<file path="config.mk">
export PLATFORM = sky130hd
export DESIGN_NAME = sram_byte_sequencer
export DESIGN_NICKNAME = d
export VERILOG_FILES = /design/src/rtl/scamp_mem_pkg.sv /design/src/rtl/sram_phase_timer.sv /design/src/rtl/sram_byte_sequencer.sv
export SDC_FILE = /design/constraint.sdc
export NUM_CORES = 1
export LEC_CHECK = 0
export BUFFER_PORTS_ARGS = -buffer_cell sky130_fd_sc_hd__buf_4
export CORE_ASPECT_RATIO = 0.75
export CORE_UTILIZATION = 40
export CTS_CLUSTER_DIAMETER = 30
export DETAILED_ROUTE_END_ITERATION = 10
export PLACE_DENSITY = 0.73
export SETUP_SLACK_MARGIN = 0.1
export SLEW_MARGIN = 5
export SYNTH_ARGS = -nofsm -noshare
export SYNTH_HDL_FRONTEND = slang
export SYNTH_SLANG_ARGS = --single-unit
</file>
<file path="constraint.sdc">
create_clock -name clk -period 1.9 [get_ports clk]
set_input_delay 0.095 -clock clk [delete_from_list [all_inputs] [get_ports clk]]
set_output_delay 0.095 -clock clk [all_outputs]
set_load 0.05 [all_outputs]
</file>
<file path="src/rtl/scamp_mem_pkg.sv">
// Shared definitions for the SRAM byte sequencer and its phase timer.
//   seq_state_t : sequencer FSM states
//   lane_t      : byte lane index within a 16-bit word (0 = low byte)
//   WAIT_CYCLES_MIN/MAX : legal range of strobe-low cycles per byte access
package scamp_mem_pkg;

    localparam int WAIT_CYCLES_MIN = 1;
    localparam int WAIT_CYCLES_MAX = 7;

    typedef enum logic [2:0] {
        ST_IDLE,
        ST_SETUP,
        ST_STROBE,
        ST_HOLD,
        ST_DONE
    } seq_state_t;

    typedef logic lane_t;

    localparam lane_t LANE_LO = 1'b0;
    localparam lane_t LANE_HI = 1'b1;

endpackage

</file>
<file path="src/rtl/sram_phase_timer.sv">
// Strobe-length down-counter.
//   clk, reset  : system clock, synchronous active-high reset
//   load        : loads load_count (strobe length minus one)
//   load_count  : 3-bit start value
//   done        : terminal count reached; marks the last strobe cycle
module sram_phase_timer (
    input  logic       clk,
    input  logic       reset,
    input  logic       load,
    input  logic [2:0] load_count,
    output logic       done
);
    logic [2:0] count;

    always_ff @(posedge clk) begin
        if (reset) begin
            count <= 3'd0;
        end else if (load) begin
            count <= load_count;
        end else if (count != 3'd0) begin
            count <= count - 3'd1;
        end
    end

    assign done = (count == 3'd0);

endmodule

</file>
<file path="src/rtl/sram_byte_sequencer.sv">
// Splits 16-bit word requests into two byte accesses on an 8-bit async SRAM.
//   clk, reset        : system clock, synchronous active-high reset
//   req_*             : word request (valid/ready handshake, we, 15-bit addr, wdata)
//   rsp_valid/rdata   : one-cycle completion pulse and read data
//   sram_addr/dout    : byte address and write byte
//   sram_dout_en      : enable for the external bus buffer
//   sram_din          : byte read from the SRAM bus
//   sram_cs1_bar/cs2/we_bar/oe_bar : SRAM control pins
//
// state     | meaning
// ----------+-------------------------------------------------
// ST_IDLE   | ready for a request, chip deselected
// ST_SETUP  | address/data settle, strobes inactive, load timer
// ST_STROBE | we_bar or oe_bar low for WAIT_CYCLES cycles
// ST_HOLD   | strobes released, address/data still held
// ST_DONE   | rsp_valid pulse, then back to IDLE
module sram_byte_sequencer
    import scamp_mem_pkg::*;
#(
    parameter int WAIT_CYCLES = 1
) (
    input  logic        clk,
    input  logic        reset,
    input  logic        req_valid,
    output logic        req_ready,
    input  logic        req_we,
    input  logic [14:0] req_addr,
    input  logic [15:0] req_wdata,
    output logic        rsp_valid,
    output logic [15:0] rsp_rdata,
    output logic [15:0] sram_addr,
    output logic [7:0]  sram_dout,
    output logic        sram_dout_en,
    input  logic [7:0]  sram_din,
    output logic        sram_cs1_bar,
    output logic        sram_cs2,
    output logic        sram_we_bar,
    output logic        sram_oe_bar
);
    // Out-of-range settings are clamped so the 3-bit timer never wraps.
    localparam int WAIT_EFF = (WAIT_CYCLES < WAIT_CYCLES_MIN) ? WAIT_CYCLES_MIN :
                              (WAIT_CYCLES > WAIT_CYCLES_MAX) ? WAIT_CYCLES_MAX : WAIT_CYCLES;
    localparam logic [2:0] STROBE_LOAD = 3'(WAIT_EFF - 1);

    seq_state_t  state, state_nxt;
    lane_t       lane;
    logic        we_q;
    logic [14:0] addr_q;
    logic [15:0] wdata_q;
    logic [15:0] rdata_q;
    logic        timer_done;
    logic        active;
    logic        capture;

    sram_phase_timer u_timer (
        .clk        (clk),
        .reset      (reset),
        .load       (state == ST_SETUP),
        .load_count (STROBE_LOAD),
        .done       (timer_done)
    );

    assign capture = (state == ST_STROBE) && timer_done && !we_q;

    always_ff @(posedge clk) begin
        if (reset) begin
            state   <= ST_IDLE;
            lane    <= LANE_LO;
            we_q    <= 1'b0;
            addr_q  <= 15'd0;
            wdata_q <= 16'd0;
            rdata_q <= 16'd0;
        end else begin
            state <= state_nxt;
            if (state == ST_IDLE && req_valid) begin
                we_q    <= req_we;
                addr_q  <= req_addr;
                wdata_q <= req_wdata;
                lane    <= LANE_LO;
            end
            // After lane 0 HOLD we go on to lane 1; after lane 1 it simply stays 1.
            if (state == ST_HOLD) begin
                lane <= LANE_HI;
            end
            if (capture) begin
                if (lane == LANE_HI) begin
                    rdata_q[15:8] <= sram_din;
                end else begin
                    rdata_q[7:0] <= sram_din;
                end
            end
        end
    end

    always_comb begin
        state_nxt = state;
        unique case (state)
            ST_IDLE:   if (req_valid) state_nxt = ST_SETUP;
            ST_SETUP:  state_nxt = ST_STROBE;
            ST_STROBE: if (timer_done) state_nxt = ST_HOLD;
            ST_HOLD:   state_nxt = (lane == LANE_HI) ? ST_DONE : ST_SETUP;
            ST_DONE:   state_nxt = ST_IDLE;
            default:   state_nxt = ST_IDLE;
        endcase
    end

    assign active       = (state == ST_SETUP) || (state == ST_STROBE) || (state == ST_HOLD);
    assign req_ready    = (state == ST_IDLE);
    assign rsp_valid    = (state == ST_DONE);
    assign rsp_rdata    = rdata_q;
    assign sram_addr    = {addr_q, lane};
    assign sram_dout    = (lane == LANE_HI) ? wdata_q[15:8] : wdata_q[7:0];
    assign sram_dout_en = active && we_q;
    assign sram_cs1_bar = !active;
    assign sram_cs2     = active;
    assign sram_we_bar  = !((state == ST_STROBE) && we_q);
    assign sram_oe_bar  = !((state == ST_STROBE) && !we_q);

endmodule

</file>
==> flow_metrics.tcl <==
set metrics [dict create \
    fin_util_pct 57.7 \
    drt_iter0_markers 88 \
    drcViolationCount 0 \
    fmax_mhz 611 \
    detailed_place_hpwl_mm 3.69 \
    fin_cells 425 \
    dp.cells 417 \
    cts_setup_buffers 0 \
    holdPathStages 3 \
    grt_max_degree 62 \
    grtUsageTotal_pct 17.1 \
    gp_congestion 0.737 \
    io_buffers 89 \
    clockBufferDepth 2 \
    arrival_ps 1830 \
    setup_tns_ps 0 \
    syn-cell-area_um2 2310 \
    timing.final.ws_setup_ps 264 \
    ys_ff_latch 55 \
    final_common_cell "buf_4" \
    r2r.worst_path.cells 5 \
    grt-ovfl-total 0 \
    diodes 0 \
    fp.dieH_um 67.8 \
    drt-met1-wl_mm 2.41 \
    start_kind "register" \
    firstDrtPassIters 4 \
    synthCells 265 \
    hold_buffers 0 \
    start_util_pct 42.5 \
    cp_max_fo 5 \
    ant_nets 0 \
    dr.max_layer_used "met4" \
    layout_common_cells "97 x buf_4, 67 x nand2_1, 55 x dfxtp_1, 35 x a21oi_1, 27 x nand2b_1" \
    die_area_um2 6090 \
    areaGrowthSynthToFinish_pct 35.8 \
    clock_latency_ps 300 \
    worstSetupPathType "register to register" \
    dr_wl_met3_um 275 \
    hold_viol_final 0 \
    peakVddDrop_mv 0.502 \
    antenna_found_initial 0 \
    fin_nets 394 \
    path_clk_slew_ps 90 \
    htree_levels 2 \
    yosysUniqueCellTypes 30 \
    p_leak_nw 1.39 \
    period_needed_ps 1640 \
    cts_resized 0 \
    maxCapViolCount 0 \
    drt-total-wl_mm 5.15 \
    maxSlewViolCount 0 \
    slowest_stage "or4_1" \
    synth.avg_cell_area_um2 8.72 \
    critical_path.cell_chain "inv_1 -> ha_1 -> nand2b_1 -> or4_1 -> mux2i_1" \
    finClkSkew_ps 3.19 \
    period_share_pct 86.1 \
    syn-num-nets 310 \
    grt_pass1_vias 1839 \
    synth_seq_area_share_pct 47.6 \
    critPathMaxStageDelay_ps 590 \
    drt-vias-per-instance 4.68 \
    cts-buffers-inserted 5 \
    hold_class "input port to register" \
    vias 1990 \
    wire_per_inst_um 12.1 \
    fp.dieW_um 89.8 \
    setup_violations 0 \
    cts_tree "done" \
    core_um2 5440 \
    grt_pass1_wl_mm 8.31 \
    slew_headroom_pct 61.2 \
    worst_slew_pin_slew_ps 576 \
    wl_met2_mm 2.44 \
    yosysWarnings 0 \
    rows 23 \
    rsz0062_at_grt "no" \
    fin_hold_ws_ps 36.1 \
    worstPathRequired_ps 2090 \
    root_buffer "clkbuf_8" \
    dp_slack_ps 277 \
    endpoint_kind "register" \
    drive_gt1_share_pct 34.0 \
    clock_sinks 55 \
    power_density_nw_per_um2 1160 \
    status "completed" \
    io_pins 90 \
]
-- critical path, delay by kind of cell (launching register included) --
kind / cells / cell delay [ps]
adder cells (fa/ha/maj): 1 / 200
buffers and inverters: 1 / 80
flip-flops: 1 / 330
multiplexers: 1 / 150
AND/OR/NAND/NOR: 2 / 770
-- cells in the mapped netlist --
library cell,instances,share of area [%]
buf_4,1,0.32
nor3_1,4,0.87
or3_1,1,0.27
nand3b_1,1,0.32
nand2_1,67,11
ha_1,2,1.1
or4_1,1,0.32
nor4b_2,1,0.65
nor4_1,1,0.27
a211oi_1,1,0.32
or4b_2,1,0.43
xnor2_1,2,0.76
mux2i_1,17,7.4
nor2_1,8,1.3
or3b_2,1,0.38
nand2b_1,27,7.3
nor4_4,1,0.92
inv_1,5,0.81
clkbuf_1,13,2.1
a21oi_1,35,7.6
or2_1,1,0.27
a211o_1,1,0.38
a31o_2,1,0.38
buf_6,3,1.5
nor2b_1,1,0.27
buf_2,3,0.65
or4_4,1,0.49
and2_1,1,0.27
dfxtp_1,55,48
mux2_2,8,3.9
-- cell type report --
cell class,count,area [um^2]
clock buffers,8,100
flip-flops and latches,55,1100
repair buffers,97,728
multi-input cells,185,1100
fillers,518,2300
inverters,5,18.8
well taps,75,93.8
-- through the flow --
step	area, um^2	power, mW
floorplan	2310	2.57
global placement	3040	2.98
detailed placement	3040	3.01
CTS	3140	3.70
global route	3140	3.87
finish	3140	3.65
-- kinds of logic after synthesis --
family / Yosys count / synth area share [%]
compound gates: 38 / 8.66
xor+xnor: 2 / 0.758
fa+ha+maj: 2 / 1.08
buf+inv: 25 / 5.36
flops: 55 / 47.6
mux: 25 / 11.3
simple gates: 118 / 25.2
-- flip-flops by register name, summed over array words and instances, names as in the netlist --
| signal | flops |
|---|---|
| we_q | 1 |
| addr_q | 15 |
| wdata_q | 16 |
| lane | 1 |
| rsp_rdata | 16 |
| u_timer.count | 3 |
| state | 3 |
-- power by group --
part           internal, mW  leakage, nW  switching [mW]
logic                 0.539        0.894            1.01
clock network         0.333       0.0515           0.347
registers              1.32        0.449           0.104
-- worst paths after layout --
kind                                               startpoint                   endpoint  slack (ps)
worst max-delay path            u_timer.count[0]$_SDFFE_PP0P_  rsp_rdata[8]$_SDFFE_PP0P_         260
worst min-delay path                             req_addr[14]    addr_q[14]$_SDFFE_PP0P_          40
worst max register to register  u_timer.count[0]$_SDFFE_PP0P_  rsp_rdata[8]$_SDFFE_PP0P_         260
worst min register to register         addr_q[3]$_SDFFE_PP0P_     addr_q[3]$_SDFFE_PP0P_         460
-- metal layers --
layer / up-vias / track usage [%]
met5: - / 0
met4: 0 / 3.07
met3: 2 / 5.89
met2: 50 / 29.1
met1: 907 / 21.5
li1: 1031 / -
(Power assumes the default switching activity.)
